[src/rtl/pll_seq_pkg.sv]
// Shared definitions for the PLL lock sequencer: state encoding and default timing constants.
package pll_seq_pkg;

  typedef enum logic [2:0] {
    ST_PLL_RESET = 3'd0,
    ST_WAIT_LOCK = 3'd1,
    ST_STABLE    = 3'd2,
    ST_RELEASE   = 3'd3,
    ST_RUN       = 3'd4
  } seq_state_t;

  localparam int DEF_PLL_RST_CYCLES      = 8;
  localparam int DEF_LOCK_STABLE_CYCLES  = 64;
  localparam int DEF_LOCK_TIMEOUT_CYCLES = 4096;
  localparam int DEF_STAGE_GAP           = 4;

  // Larger of two sizing values, used to size the shared phase counter.
  function automatic int max_int(input int a, input int b);
    return (a > b) ? a : b;
  endfunction

endpackage

[src/rtl/sync2.sv]
// Generic two-flop synchronizer with asynchronous active-high reset; output resets to 0.
module sync2 (
  input  logic clk,
  input  logic rst,
  input  logic i_d,
  output logic o_q
);

  logic r_meta;
  logic r_sync;

  // Two back-to-back flops give the first stage a full cycle to resolve metastability.
  always_ff @(posedge clk or posedge rst) begin
    if (rst) begin
      r_meta <= 1'b0;
      r_sync <= 1'b0;
    end else begin
      // NOTE: non-blocking assignments make r_sync take the old r_meta, forming a real two-stage pipeline.
      r_meta <= i_d;
      r_sync <= r_meta;
    end
  end

  assign o_q = r_sync;

endmodule

[src/rtl/pll_lock_sequencer.sv]
// PLL reset/lock controller: pulses the PLL reset, qualifies lock with a timeout,
// then releases three downstream reset domains in order. Runs on the reference clock.
module pll_lock_sequencer
  import pll_seq_pkg::*;
#(
  parameter int PLL_RST_CYCLES      = DEF_PLL_RST_CYCLES,
  parameter int LOCK_STABLE_CYCLES  = DEF_LOCK_STABLE_CYCLES,
  parameter int LOCK_TIMEOUT_CYCLES = DEF_LOCK_TIMEOUT_CYCLES,
  parameter int STAGE_GAP           = DEF_STAGE_GAP
) (
  input  logic       clk,
  input  logic       rst,
  input  logic       pll_locked,
  input  logic       force_relock,
  output logic       pll_rst,
  output logic [2:0] rst_stage,
  output logic       ready,
  output logic [2:0] seq_state,
  output logic [7:0] relock_count
);

  // The phase counter times both the PLL reset pulse and the staged release.
  localparam int PHASE_W = $clog2(max_int(PLL_RST_CYCLES, 2 * STAGE_GAP) + 1);
  localparam int STB_W   = $clog2(LOCK_STABLE_CYCLES + 1);
  localparam int ATT_W   = $clog2(LOCK_TIMEOUT_CYCLES + 1);

  localparam logic [PHASE_W-1:0] PH_RST_LAST = PHASE_W'(PLL_RST_CYCLES - 1);
  localparam logic [PHASE_W-1:0] PH_GAP      = PHASE_W'(STAGE_GAP);
  localparam logic [PHASE_W-1:0] PH_REL_LAST = PHASE_W'(2 * STAGE_GAP - 1);
  localparam logic [STB_W-1:0]   STB_LAST    = STB_W'(LOCK_STABLE_CYCLES - 1);
  localparam logic [ATT_W-1:0]   ATT_LAST    = ATT_W'(LOCK_TIMEOUT_CYCLES - 1);

  seq_state_t         r_state;
  seq_state_t         w_state_nxt;
  logic [PHASE_W-1:0] r_phase;
  logic [PHASE_W-1:0] w_phase_nxt;
  logic [STB_W-1:0]   r_stable;
  logic [STB_W-1:0]   w_stable_nxt;
  logic [ATT_W-1:0]   r_attempt;
  logic [ATT_W-1:0]   w_attempt_nxt;
  logic               r_pll_rst;
  logic               w_pll_rst_nxt;
  logic [2:0]         r_rst_stage;
  logic [2:0]         w_rst_stage_nxt;
  logic               r_ready;
  logic               w_ready_nxt;
  logic [7:0]         r_relock_count;
  logic [7:0]         w_relock_count_nxt;
  logic               w_lock_s;

  sync2 u_lock_sync (
    .clk (clk),
    .rst (rst),
    .i_d (pll_locked),
    .o_q (w_lock_s)
  );

  // State, counters and registered outputs; reset puts the PLL and all domains in reset.
  always_ff @(posedge clk or posedge rst) begin
    if (rst) begin
      r_state        <= ST_PLL_RESET;
      r_phase        <= '0;
      r_stable       <= '0;
      r_attempt      <= '0;
      r_pll_rst      <= 1'b1;
      r_rst_stage    <= 3'b111;
      r_ready        <= 1'b0;
      r_relock_count <= '0;
    end else begin
      r_state        <= w_state_nxt;
      r_phase        <= w_phase_nxt;
      r_stable       <= w_stable_nxt;
      r_attempt      <= w_attempt_nxt;
      r_pll_rst      <= w_pll_rst_nxt;
      r_rst_stage    <= w_rst_stage_nxt;
      r_ready        <= w_ready_nxt;
      r_relock_count <= w_relock_count_nxt;
    end
  end

  // Next-state, counter and output decode; outputs are derived from the next state so they register with it.
  always_comb begin
    // NOTE: every signal gets a default first so no path through the case leaves one unassigned (no latch).
    w_state_nxt        = r_state;
    w_phase_nxt        = '0;
    w_stable_nxt       = '0;
    w_attempt_nxt      = '0;
    w_relock_count_nxt = r_relock_count;

    unique case (r_state)
      ST_PLL_RESET: if (r_phase == PH_RST_LAST) w_state_nxt = ST_WAIT_LOCK;
      ST_WAIT_LOCK: begin
        if (r_attempt == ATT_LAST) w_state_nxt = ST_PLL_RESET;
        else if (w_lock_s)         w_state_nxt = ST_STABLE;
      end
      ST_STABLE: begin
        // Timeout outranks both lock loss and stable completion.
        if (r_attempt == ATT_LAST)     w_state_nxt = ST_PLL_RESET;
        else if (!w_lock_s)            w_state_nxt = ST_WAIT_LOCK;
        else if (r_stable == STB_LAST) w_state_nxt = ST_RELEASE;
      end
      ST_RELEASE: begin
        // Lock loss outranks any pending stage release.
        if (!w_lock_s)                 w_state_nxt = ST_PLL_RESET;
        else if (r_phase == PH_REL_LAST) w_state_nxt = ST_RUN;
      end
      ST_RUN:   if (!w_lock_s || force_relock) w_state_nxt = ST_PLL_RESET;
      default:  w_state_nxt = ST_PLL_RESET;
    endcase

    // Phase restarts on every state change and only runs in the timed states.
    if ((w_state_nxt == r_state) && ((r_state == ST_PLL_RESET) || (r_state == ST_RELEASE)))
      w_phase_nxt = r_phase + 1'b1;

    // Stable run length; staying in STABLE implies lock_s was high this cycle.
    if ((r_state == ST_STABLE) && (w_state_nxt == ST_STABLE))
      w_stable_nxt = r_stable + 1'b1;

    // Attempt timer spans WAIT_LOCK and STABLE together; only PLL_RESET clears it.
    if (((r_state == ST_WAIT_LOCK) || (r_state == ST_STABLE)) &&
        ((w_state_nxt == ST_WAIT_LOCK) || (w_state_nxt == ST_STABLE)))
      w_attempt_nxt = r_attempt + 1'b1;

    if ((w_state_nxt == ST_PLL_RESET) && (r_state != ST_PLL_RESET) && (r_relock_count != 8'hFF))
      w_relock_count_nxt = r_relock_count + 1'b1;

    w_pll_rst_nxt = (w_state_nxt == ST_PLL_RESET);
    w_ready_nxt   = (w_state_nxt == ST_RUN);
    case (w_state_nxt)
      ST_RELEASE: w_rst_stage_nxt = (w_phase_nxt >= PH_GAP) ? 3'b100 : 3'b110;
      ST_RUN:     w_rst_stage_nxt = 3'b000;
      default:    w_rst_stage_nxt = 3'b111;
    endcase
  end

  assign pll_rst      = r_pll_rst;
  assign rst_stage    = r_rst_stage;
  assign ready        = r_ready;
  assign seq_state    = r_state;
  assign relock_count = r_relock_count;

endmodule

[config.mk]
export PLATFORM = sky130hd
export DESIGN_NAME = pll_lock_sequencer
export DESIGN_NICKNAME = d
export VERILOG_FILES = /design/src/rtl/pll_seq_pkg.sv /design/src/rtl/sync2.sv /design/src/rtl/pll_lock_sequencer.sv
export SDC_FILE = /design/constraint.sdc
export NUM_CORES = 1
export LEC_CHECK = 0
export ABC_AREA = 0
export BUFFER_PORTS_ARGS = -buffer_cell sky130_fd_sc_hd__buf_2
export CORE_AREA = 10 10 70 95
export DETAILED_ROUTE_END_ITERATION = 6
export DIE_AREA = 0 0 80 105
export GPL_TIMING_DRIVEN = 0
export PLACE_DENSITY = 0.58
export SKIP_CTS_REPAIR_TIMING = 1
export SLEW_MARGIN = 25
export SYNTH_ARGS = -nofsm -noshare
export SYNTH_HDL_FRONTEND = slang
export SYNTH_SLANG_ARGS = --single-unit
[constraint.sdc]
create_clock -name clk -period 2.2 [get_ports clk]
set_clock_uncertainty 0.15 [all_clocks]
set_input_delay 0.44 -clock clk [delete_from_list [all_inputs] [get_ports clk]]
set_output_delay 0.44 -clock clk [all_outputs]
set_load 0.05 [all_outputs]
* Word level (Yosys, flattened, before mapping) *
Index checks and enable logic that the tools add are counted.
W data, S select, Z words.

storage, ports and cells
  bits in registers = 42
  bits in latches = 0
  bits in writable memories = 0
  bits in read-only memories = 0
  output and inout port bits = 16
  logic and storage cells = 56
  memories = 0

cells by class
  add/sub/neg operators = 4
  multipliers = 0
  divide/modulo/power cells = 0
  magnitude comparators = 1
  equality and inequality tests = 13
  shift operators = 0
  multiplexer cells = 15
  bitwise operators = 0
  reductions and logical operators = 13

operators by type and width
  kind                     count
  $mux W3                  9
  $pmux W3 S5              1
  $add A13 B1 Y13 const B  1
  $eq A13 B12 Y1 const B   1
  $mux W13                 1
  $eq A3 B2 Y1 const B     4
  $add A8 B1 Y8 const B    1
  $ne A8 B8 Y1 const B     1
  $add A7 B1 Y7 const B    1
  $eq A7 B6 Y1 const B     1
  $mux W7                  1
  $eq A3 B1 Y1 const B     2
  $eq A3 B3 Y1 const B     2
  $logic_not A3 Y1         2
  $pmux W3 S2              1
  $logic_and A1 B1 Y1      5
  $add A4 B1 Y4 const B    1
  $eq A4 B3 Y1 const B     1
  $ge A4 B3 Y1 const B     1
  $logic_or A1 B1 Y1       4
  $mux W4                  1
  $eq A3 B3 Y1             1
  $reduce_bool A3 Y1       1
  $mux W2                  1
  $logic_not A1 Y1         1

* Logic depth before layout (Yosys ltp) *
Gate-level depths: netlist (run 1).

  word-level depth = 11
  depth in mapped cells = 9
  depth with buffers taken out = 7

* Modules after synthesis *
Synthesis (run 1) repeated with hierarchy kept, for this count alone.

unflattened totals
  cells, all modules = 171
  area total of the unflattened synthesis = 1923.1 µm²

by module, submodules not included
  module              instances  cells each  area each (µm²)  seq. area each (µm²)
  pll_lock_sequencer  1          168         1869.3           1006.0
  sync2               1          3           53.8             50.0

* Worst setup path after synthesis (run 1) *
Ideal clock, no wire load.

  path kind = register -> register
  start point = reg r_state[0], in the netlist seq_state[0]
  end point = reg r_attempt[10]
  arrival time = 2.269 ns
  required time = 1.931 ns
  path slack = -0.338 ns
  stages on the path, launching flop included = 8
  path buffers = 1
  cells stage by stage = dfrtp_1 > nand2b_4 > or4_1 > a211o_1 > nand2_2 > mux2i_1 > buf_6 > nor2_2

between the ends
  longest elaborated chain between the ends = 8
  elaborated cells on any way between the ends = 21

ends and longest elaborated chain
  what                                          line                       RTL
  from (decl)                                   pll_lock_sequencer.sv:33   seq_state_t r_state;
  from (signal assigned)                        pll_lock_sequencer.sv:70   r_state <= w_state_nxt;
  $mux W3                                       pll_lock_sequencer.sv:100  else if (r_stable == STB_LAST) w_state_nxt = ST_RELEASE;
  $mux W3                                       pll_lock_sequencer.sv:99   else if (!w_lock_s) w_state_nxt = ST_WAIT_LOCK;
  $mux W3                                       pll_lock_sequencer.sv:98   if (r_attempt == ATT_LAST) w_state_nxt = ST_PLL_RESET;
  $pmux W3 S5 *                                 pll_lock_sequencer.sv:90   unique case (r_state)
  via w_state_nxt[0]                            pll_lock_sequencer.sv:34   seq_state_t w_state_nxt;
  $eq A3 B1 Y1 or $eq A3 B2 Y1 (tied branches)  pll_lock_sequencer.sv:121  ((w_state_nxt == ST_WAIT_LOCK) || (w_state_nxt == ST_STABLE)))
  $logic_or A1 B1 Y1 *                          pll_lock_sequencer.sv:121
  $logic_and A1 B1 Y1 *                         pll_lock_sequencer.sv:120  if (((r_state == ST_WAIT_LOCK) || (r_state == ST_STABLE)) &&
  $mux W13 *                                    pll_lock_sequencer.sv:120
  via w_attempt_nxt[10]                         pll_lock_sequencer.sv:40   logic [ATT_W-1:0] w_attempt_nxt;
  to (signal assigned)                          pll_lock_sequencer.sv:73   r_attempt <= w_attempt_nxt;
  to (decl)                                     pll_lock_sequencer.sv:39   logic [ATT_W-1:0] r_attempt;

Mark *: on every way through the listed nets, which the timed path passes. The rest lies on a longest branch.
A chain may end at the register's enable or synchronous reset.

* Worst setup path in the final report (run 1) *
  start point = reg r_state[0], in the netlist seq_state[0]
  end point = reg r_attempt[6]

The elaborated chain is that of the path after synthesis.

==> metrics.yaml, run 1 <==
outcome: "finished, violations left"
failed_checks: "negative setup slack"
fin_crit_ps: 2370
cts.htree.levels: 2
cts-root-buf: "clkbuf_8"
cp_slowest_cell: "or4_4"
ctsLongestPathBuffers: 2
drv_slew: 0
seq_area_frac_synth_pct: 55.0
async_reset_ff_share_pct: 100
regToRegStartpoint: "seq_state[0]"
wl_um: 3810
gp_congestion: 0.742
rsz0062_at_grt: "true"
critPathLaunchType: "register"
clkSinkCount: 42
dpl_cell_area_um2: 2170
fin_area_um2: 2480
worst_ep_arrival_time_ps: 2390
finalPower_uw: 2680
die_h_um: 105
antenna_found_initial: 0
grt_use_total_pct: 9.02
setup_ws_ps: -167
syn_avg_cell_area_um2: 11.3
crit_start: "seq_state[0]"
multiInputGateArea_um2: 935
via_per_inst: 4.91
final_core_util_pct: 50.8
yosysWarnings: 0
rows: 30
hold_violations: 0
min_period_over_period_pct: 108
grt.overflow.total: 0
ys_types: 37
drc: 0
start_util_pct: 39.3
clock_latency_ps: 290
slowest_delay_ps: 470
cp_cell_sequence: "nand2b_4 > or4_4 > a211o_1 > nand2_2 > mux2i_4 > clkbuf_16 > nor2_2"
antenna_left: 0
synth_common_cells: "dfrtp_1, nor2_1, xnor2_1"
dp_hpwl_um: 2650
yosysMostFrequentCell: "dfrtp_1"
core-area_um2: 4880
r2r_end: "r_attempt[6]"
numCtsBuffers: 5
ios: 20
hold_ws_ps: 113
ir_worst_vdd_uv: 468
io_buffer_count: 19
grt_pass1_vias: 1414
ys.flop_type: "dfrtp_1"
yosysTopAreaCell: "dfrtp_1"
synthCells: 170
ys_seq_elements: 42
dieArea_um2: 8400
clk_pin_slew_ps: 80
post_drt_wl_per_cell_um: 13.8
die_w_um: 80
reg2reg_depth: 7
first_pass_iters: 4
synth_top_area_share_pct: 49.5
rrSetupSlack_ps: -170
powerDensity_nw_per_um2: 1080
regArea_um2: 1060
num_vias: 1354
nNetsFinal: 219
layout-drive-gt1-share_pct: 41.5
area_delta_synth_final_pct: 29.1
tightest_slew_ps: 371
worstSetupPathType: "reg -> reg"
hp-class: "in -> reg"
tritoncts: "done"
fillers: 468
grt_pass1_wl_um: 6160
crit_end: "r_attempt[6]"
worstPathRequired_ps: 2220
synth_nets: 178
ys_top_cells_by_area: "dfrtp_1, xnor2_1, dfstp_2"
syn_area_um2: 1920
cp-end-kind: "register"
p_leak_uw: 0.00108
max_freq_mhz: 423
maxCapViolCount: 0
synth_edf_count: 0
slew-limit-headroom_pct: 75.2
grt_max_degree: 28
n_antenna_cell: 0
finalSetupViolations: 21
crit_fanout: 5
drtIter0Drc: 65
## flip-flops by register name, summed over array words and instances, names as in the netlist
name                count
r_attempt              13
u_lock_sync.o_q         1
u_lock_sync.r_meta      1
r_phase                 4
ready                   1
r_stable                7
relock_count            8
pll_rst                 1
seq_state               3
rst_stage               3
## kinds of logic (layout without fill, tap and decap cells)
logic type,after synthesis,count (layout),share of synthesized area [%]
flip-flops,42,42,55.0
multiplexers,3,3,1.83
XOR/XNOR,25,25,11.4
buffers and inverters,9,51,2.54
AO/OA/AOI/OAI,9,9,4.04
AND/OR/NAND/NOR,78,78,22.6
adder cells (fa/ha/maj),4,4,2.61
## worst min path at each step
stage                       startpoint                  to  slack [ps]  cells past startpoint
floorplan           u_lock_sync.r_meta     u_lock_sync.o_q         180                      0
global route                pll_locked  u_lock_sync.r_meta         100                      1
detailed placement  u_lock_sync.r_meta     u_lock_sync.o_q         200                      0
global placement    u_lock_sync.r_meta     u_lock_sync.o_q         200                      0
finish                      pll_locked  u_lock_sync.r_meta         110                      1
CTS                                rst               ready         -30                      2
## placed cells by master (no fill, tap or decap), types with 2 or more instances in the layout
cell,netlist,routed
dfrtp_1,38,33
nor2_1,21,20
buf_2,0,19
xnor2_1,15,14
buf_4,0,12
nor2_2,10,11
nand3_1,10,9
xor2_1,10,9
clkbuf_8,0,7
and3_1,6,6
nand4_1,5,5
dfrtp_2,0,5
nand2b_1,4,4
nand2_1,7,4
inv_1,5,4
dfstp_2,4,4
nand2_2,1,3
or2_2,2,2
a211o_1,2,2
buf_6,2,2
a21oi_1,2,2
nor3_1,2,2
ha_4,0,2
## power by group
| part | total [µW] | leakage [µW] | internal (µW) | switching, µW |
|---|---|---|---|---|
| Clock | 496 | 0.0000482 | 253 | 243 |
| Combinational | 1160 | 0.000483 | 495 | 663 |
| Sequential | 1020 | 0.000547 | 904 | 119 |
| Total | 2680 | 0.00108 | 1650 | 1030 |
## per-stage QoR
stage,setup TNS (ps),std cells,worst slack [ps]
after floorplan,-344,170,-45.0
after global placement,-2460,253,-210
after detailed placement,-2880,254,-214
after CTS,-3360,262,-237
after global routing,-4800,276,-291
final,-2310,276,-167
## critical path: cells and delay by family, from the launching register on
| family | cells | cell delay [ps] |
|---|---|---|
| and+or+nand+nor | 4 | 770 |
| DFF | 1 | 430 |
| AOI/OAI and AO/OA | 1 | 340 |
| muxes | 1 | 350 |
| buffers and inverters | 1 | 210 |
## final cells by class
| cell class | instances | share of cell area [%] |
|---|---|---|
| repair buffers | 35 | 10.1 |
| inverters | 5 | 0.757 |
| multi-input cells | 119 | 37.7 |
| plain buffers | 3 | 1.62 |
| clock buffers | 7 | 3.48 |
| flip-flops and latches | 42 | 42.9 |
| clock inverters | 1 | 0.202 |
| well taps | 64 | 3.23 |
## metal layers
layer | share of wire [%] | global-route usage [%]
met2 | 56 | 15.8
met3 | 3.9 | 2.83
met1 | 38 | 9.46
met4 | 1.7 | 4.04
met5 | 0 | 0
Power figures use the tool's default switching activity.
==> run 2: changes to the inputs <==
- CORE_AREA: 10 10 70 95 -> 10 10 70 96
- DIE_AREA: 0 0 80 105 -> 0 0 80 106
- PLACE_DENSITY: 0.58 -> default
- PLACE_DENSITY_LB_ADDON: default -> 0.12
- SYNTH_HIERARCHICAL: default -> 1
==> run 2 against run 1 <==
Against the previous run:
- the flow still finishes with violations (negative setup slack)
- largest power group unchanged
- power shrank 2.4%
- non-clock buffer count shrank 5
- wire length is 2.0% higher
- die area rose by 0.95%
- core utilization is 2.4 points lower
- sequential power about the same
- critical endpoint unchanged
- maximum frequency is 1.0% higher
==> metrics.yaml, run 2 <==
outcome: "finished, violations left"
failed_checks: "negative setup slack"
grt_pass1_vias: 1406  # -0.57%
place_inst: 257  # +1.2%
tightest_slew_ps: 379  # +8.16 ps
path_depth: 7  # unchanged
ys_seq_elements: 42  # unchanged
r2r_end: "r_attempt[6]"
fin_crit_ps: 2340  # -24.4 ps
ctsLongestPathBuffers: 2  # unchanged
antenna_left: 0  # unchanged
ys_top_cells_by_area: "dfrtp_1, xnor2_1, dfstp_2"
post_drt_wl_per_cell_um: 14.2  # +2.8%
finalPower_uw: 2610  # -2.4%
path_buf_inv: 1  # unchanged
ys_types: 37  # unchanged
seq_area_frac_synth_pct: 54.9  # -0.11 points
drv_slew: 0  # unchanged
synth_common_cells: "dfrtp_1, nor2_1, xnor2_1"
hold_ws_ps: 102  # -11.1 ps
p_sw_uw: 1010  # -1.7%
die_w_um: 80  # unchanged
yosysTopAreaCell: "dfrtp_1"
tritoncts: "done"
internal_power_uw: 1600  # -2.8%
synth_top_area_share_pct: 49.4  # -0.097 points
clock_latency_ps: 290  # about the same
syn_area_um2: 1920  # +0.20%
seq_power_share_pct: 39.0  # +0.8 points
cp-end-kind: "register"
ios: 20  # unchanged
slew-limit-headroom_pct: 74.7  # -0.58 points
fin_area_um2: 2440  # -1.6%
power.share.clock_pct: 19.5  # +1.0 points
first_pass_iters: 4  # unchanged
io_buffer_count: 19  # unchanged
drc: 0  # unchanged
powerDensity_nw_per_um2: 1070  # -0.80%
dpl_cell_area_um2: 2180  # +0.63%
hp-class: "in -> reg"
layout-drive-gt1-share_pct: 38.0  # -3.5 points
max_freq_mhz: 427  # +1.0%
die_h_um: 106  # +0.95%
grt_max_degree: 26  # -7.1%
area_delta_synth_final_pct: 26.8
largest_register_ffs: 13  # unchanged
grt.overflow.total: 0  # unchanged
setup_ws_ps: -142  # +24.4 ps
clk_pin_slew_ps: 80  # about the same
final_common_cell: "dfrtp_1"
numCtsBuffers: 5  # unchanged
regToRegStartpoint: "seq_state[0]"
cts.htree.levels: 2  # unchanged
wl_um: 3890  # +2.0%
critPathTopFamily: "simple AND/OR/NAND/NOR gates"
dieArea_um2: 8480  # +0.95%
worstSetupPathType: "reg -> reg"
hold_violations: 0  # unchanged
rrSetupSlack_ps: -140  # +20 ps
synth_edf_count: 0  # unchanged
ys.flop_type: "dfrtp_1"
regMostFlops: "r_attempt"
final_core_util_pct: 48.4  # -2.4 points
n_antenna_cell: 0  # unchanged
yosysWarnings: 6  # +6
critPathLaunchType: "register"
sw_frac_of_total_pct: 38.6  # +0.28 points
start_util_pct: 38.1  # -1.2 points
clkSinkCount: 42  # unchanged
ir_worst_vdd_uv: 442  # -5.6%
worstPathRequired_ps: 2230  # about the same
async_reset_ff_share_pct: 100  # unchanged
slowest_delay_ps: 470  # about the same
fillers: 478  # +2.1%
antenna_found_initial: 0  # unchanged
crit_fanout: 5  # unchanged
via_per_inst: 4.94  # +0.73%
gp_congestion: 0.716  # -3.5%
min_period_over_period_pct: 106  # -1.1 points
rsz0062_at_grt: "true"
grt_use_total_pct: 9.44  # +0.42 points
core-area_um2: 5040  # +3.3%
combPwrFrac_pct: 41.5  # -1.7 points
finalSetupViolations: 19  # -9.5%
crit_end: "r_attempt[6]"
reg2reg_depth: 7  # unchanged
worst_ep_arrival_time_ps: 2380  # about the same
rows: 31  # +3.3%
drtIter0Drc: 53  # -18%
dp_hpwl_um: 2770  # +4.6%
num_vias: 1354  # unchanged
p_leak_uw: 0.00104  # -3.1%
cp_cell_sequence: "nand2b_4 > or4_4 > a211o_1 > nand2_2 > mux2i_4 > clkbuf_16 > nor2_2"
nNetsFinal: 215  # -1.8%
cts-root-buf: "clkbuf_8"
maxCapViolCount: 0  # unchanged
stdcell_count: 274  # -0.72%
final_cell_mix: "dfrtp_1, nor2_1, buf_2, xnor2_1, xor2_1"
yosysMostFrequentCell: "dfrtp_1"
crit_start: "seq_state[0]"
grt_pass1_wl_um: 6470  # +4.9%
synthCells: 171  # +0.59%
syn_avg_cell_area_um2: 11.2  # -0.39%
synth_nets: 179  # +0.56%
cp_slowest_cell: "or4_4"
==> run 2: cell count changes in the layout (fill, tap and decap cells not counted), sizes merged <==
cell  previous run  this run
buf             35        30
inv              5         6
==> run 2: cell type report <==
type	instances	area (µm²)	share of cell area (%)
timing repair buffer	30	218	8.93
clock buffer	7	86.3	3.54
inverter	6	22.5	0.924
clock inverter	1	5.00	0.205
sequential	42	1060	43.6
multi-input combinational	119	922	37.8
tap	66	82.6	3.39
buffer	3	40.0	1.64
==> run 2: kinds of logic (layout without fill, tap and decap cells) <==
family                   after synthesis  count (layout)  synth area share [%]
XOR/XNOR                              25              25                  11.4
flip-flops                            42              42                  54.9
buffers and inverters                 10              47                  2.73
AND/OR/NAND/NOR                       78              78                  22.5
AO/OA/AOI/OAI                          9               9                  4.03
adder cells (fa/ha/maj)                4               4                  2.60
multiplexers                           3               3                  1.82
==> run 2: metal layers <==
layer / track usage (%) / wire length, µm / vias to the layer above
li1: - / - / 644
met2: 16.5 / 2110 / 20
met4: 3.79 / 63 / 0
met5: 0 / 0 / -
met1: 10.1 / 1580 / 685
met3: 3.04 / 134 / 5
==> run 2: how the worst min path moves through the flow <==
stage	from	endpoint	slack (ps)	depth (start not counted)
CTS	rst	u_lock_sync/o_q	-160	2
detailed placement	rst	u_lock_sync/o_q	160	2
floorplan	rst	u_lock_sync/o_q	30	1
global route	pll_locked	u_lock_sync/r_meta	80	1
finish	pll_locked	u_lock_sync/r_meta	100	1
global placement	rst	u_lock_sync/r_meta	150	2
==> run 2: power by group through the flow <==
stage | clock, µW | combinational [µW] | sequential, µW
detailed placement | 0 | 938 | 1030
CTS | 521 | 942 | 1020
floorplan | 0 | 519 | 1250
global placement | 0 | 916 | 1020
global route | 562 | 1170 | 1040
finish | 510 | 1080 | 1020
==> run 2: metrics by stage <==
step | worst slack (ps) | setup TNS, ps
6_report | -142 | -1860
5_1_grt | -239 | -3790
4_1_cts | -215 | -3020
3_5_place_dp | -206 | -2790
3_3_place_gp | -199 | -2310
2_1_floorplan | -45.0 | -344
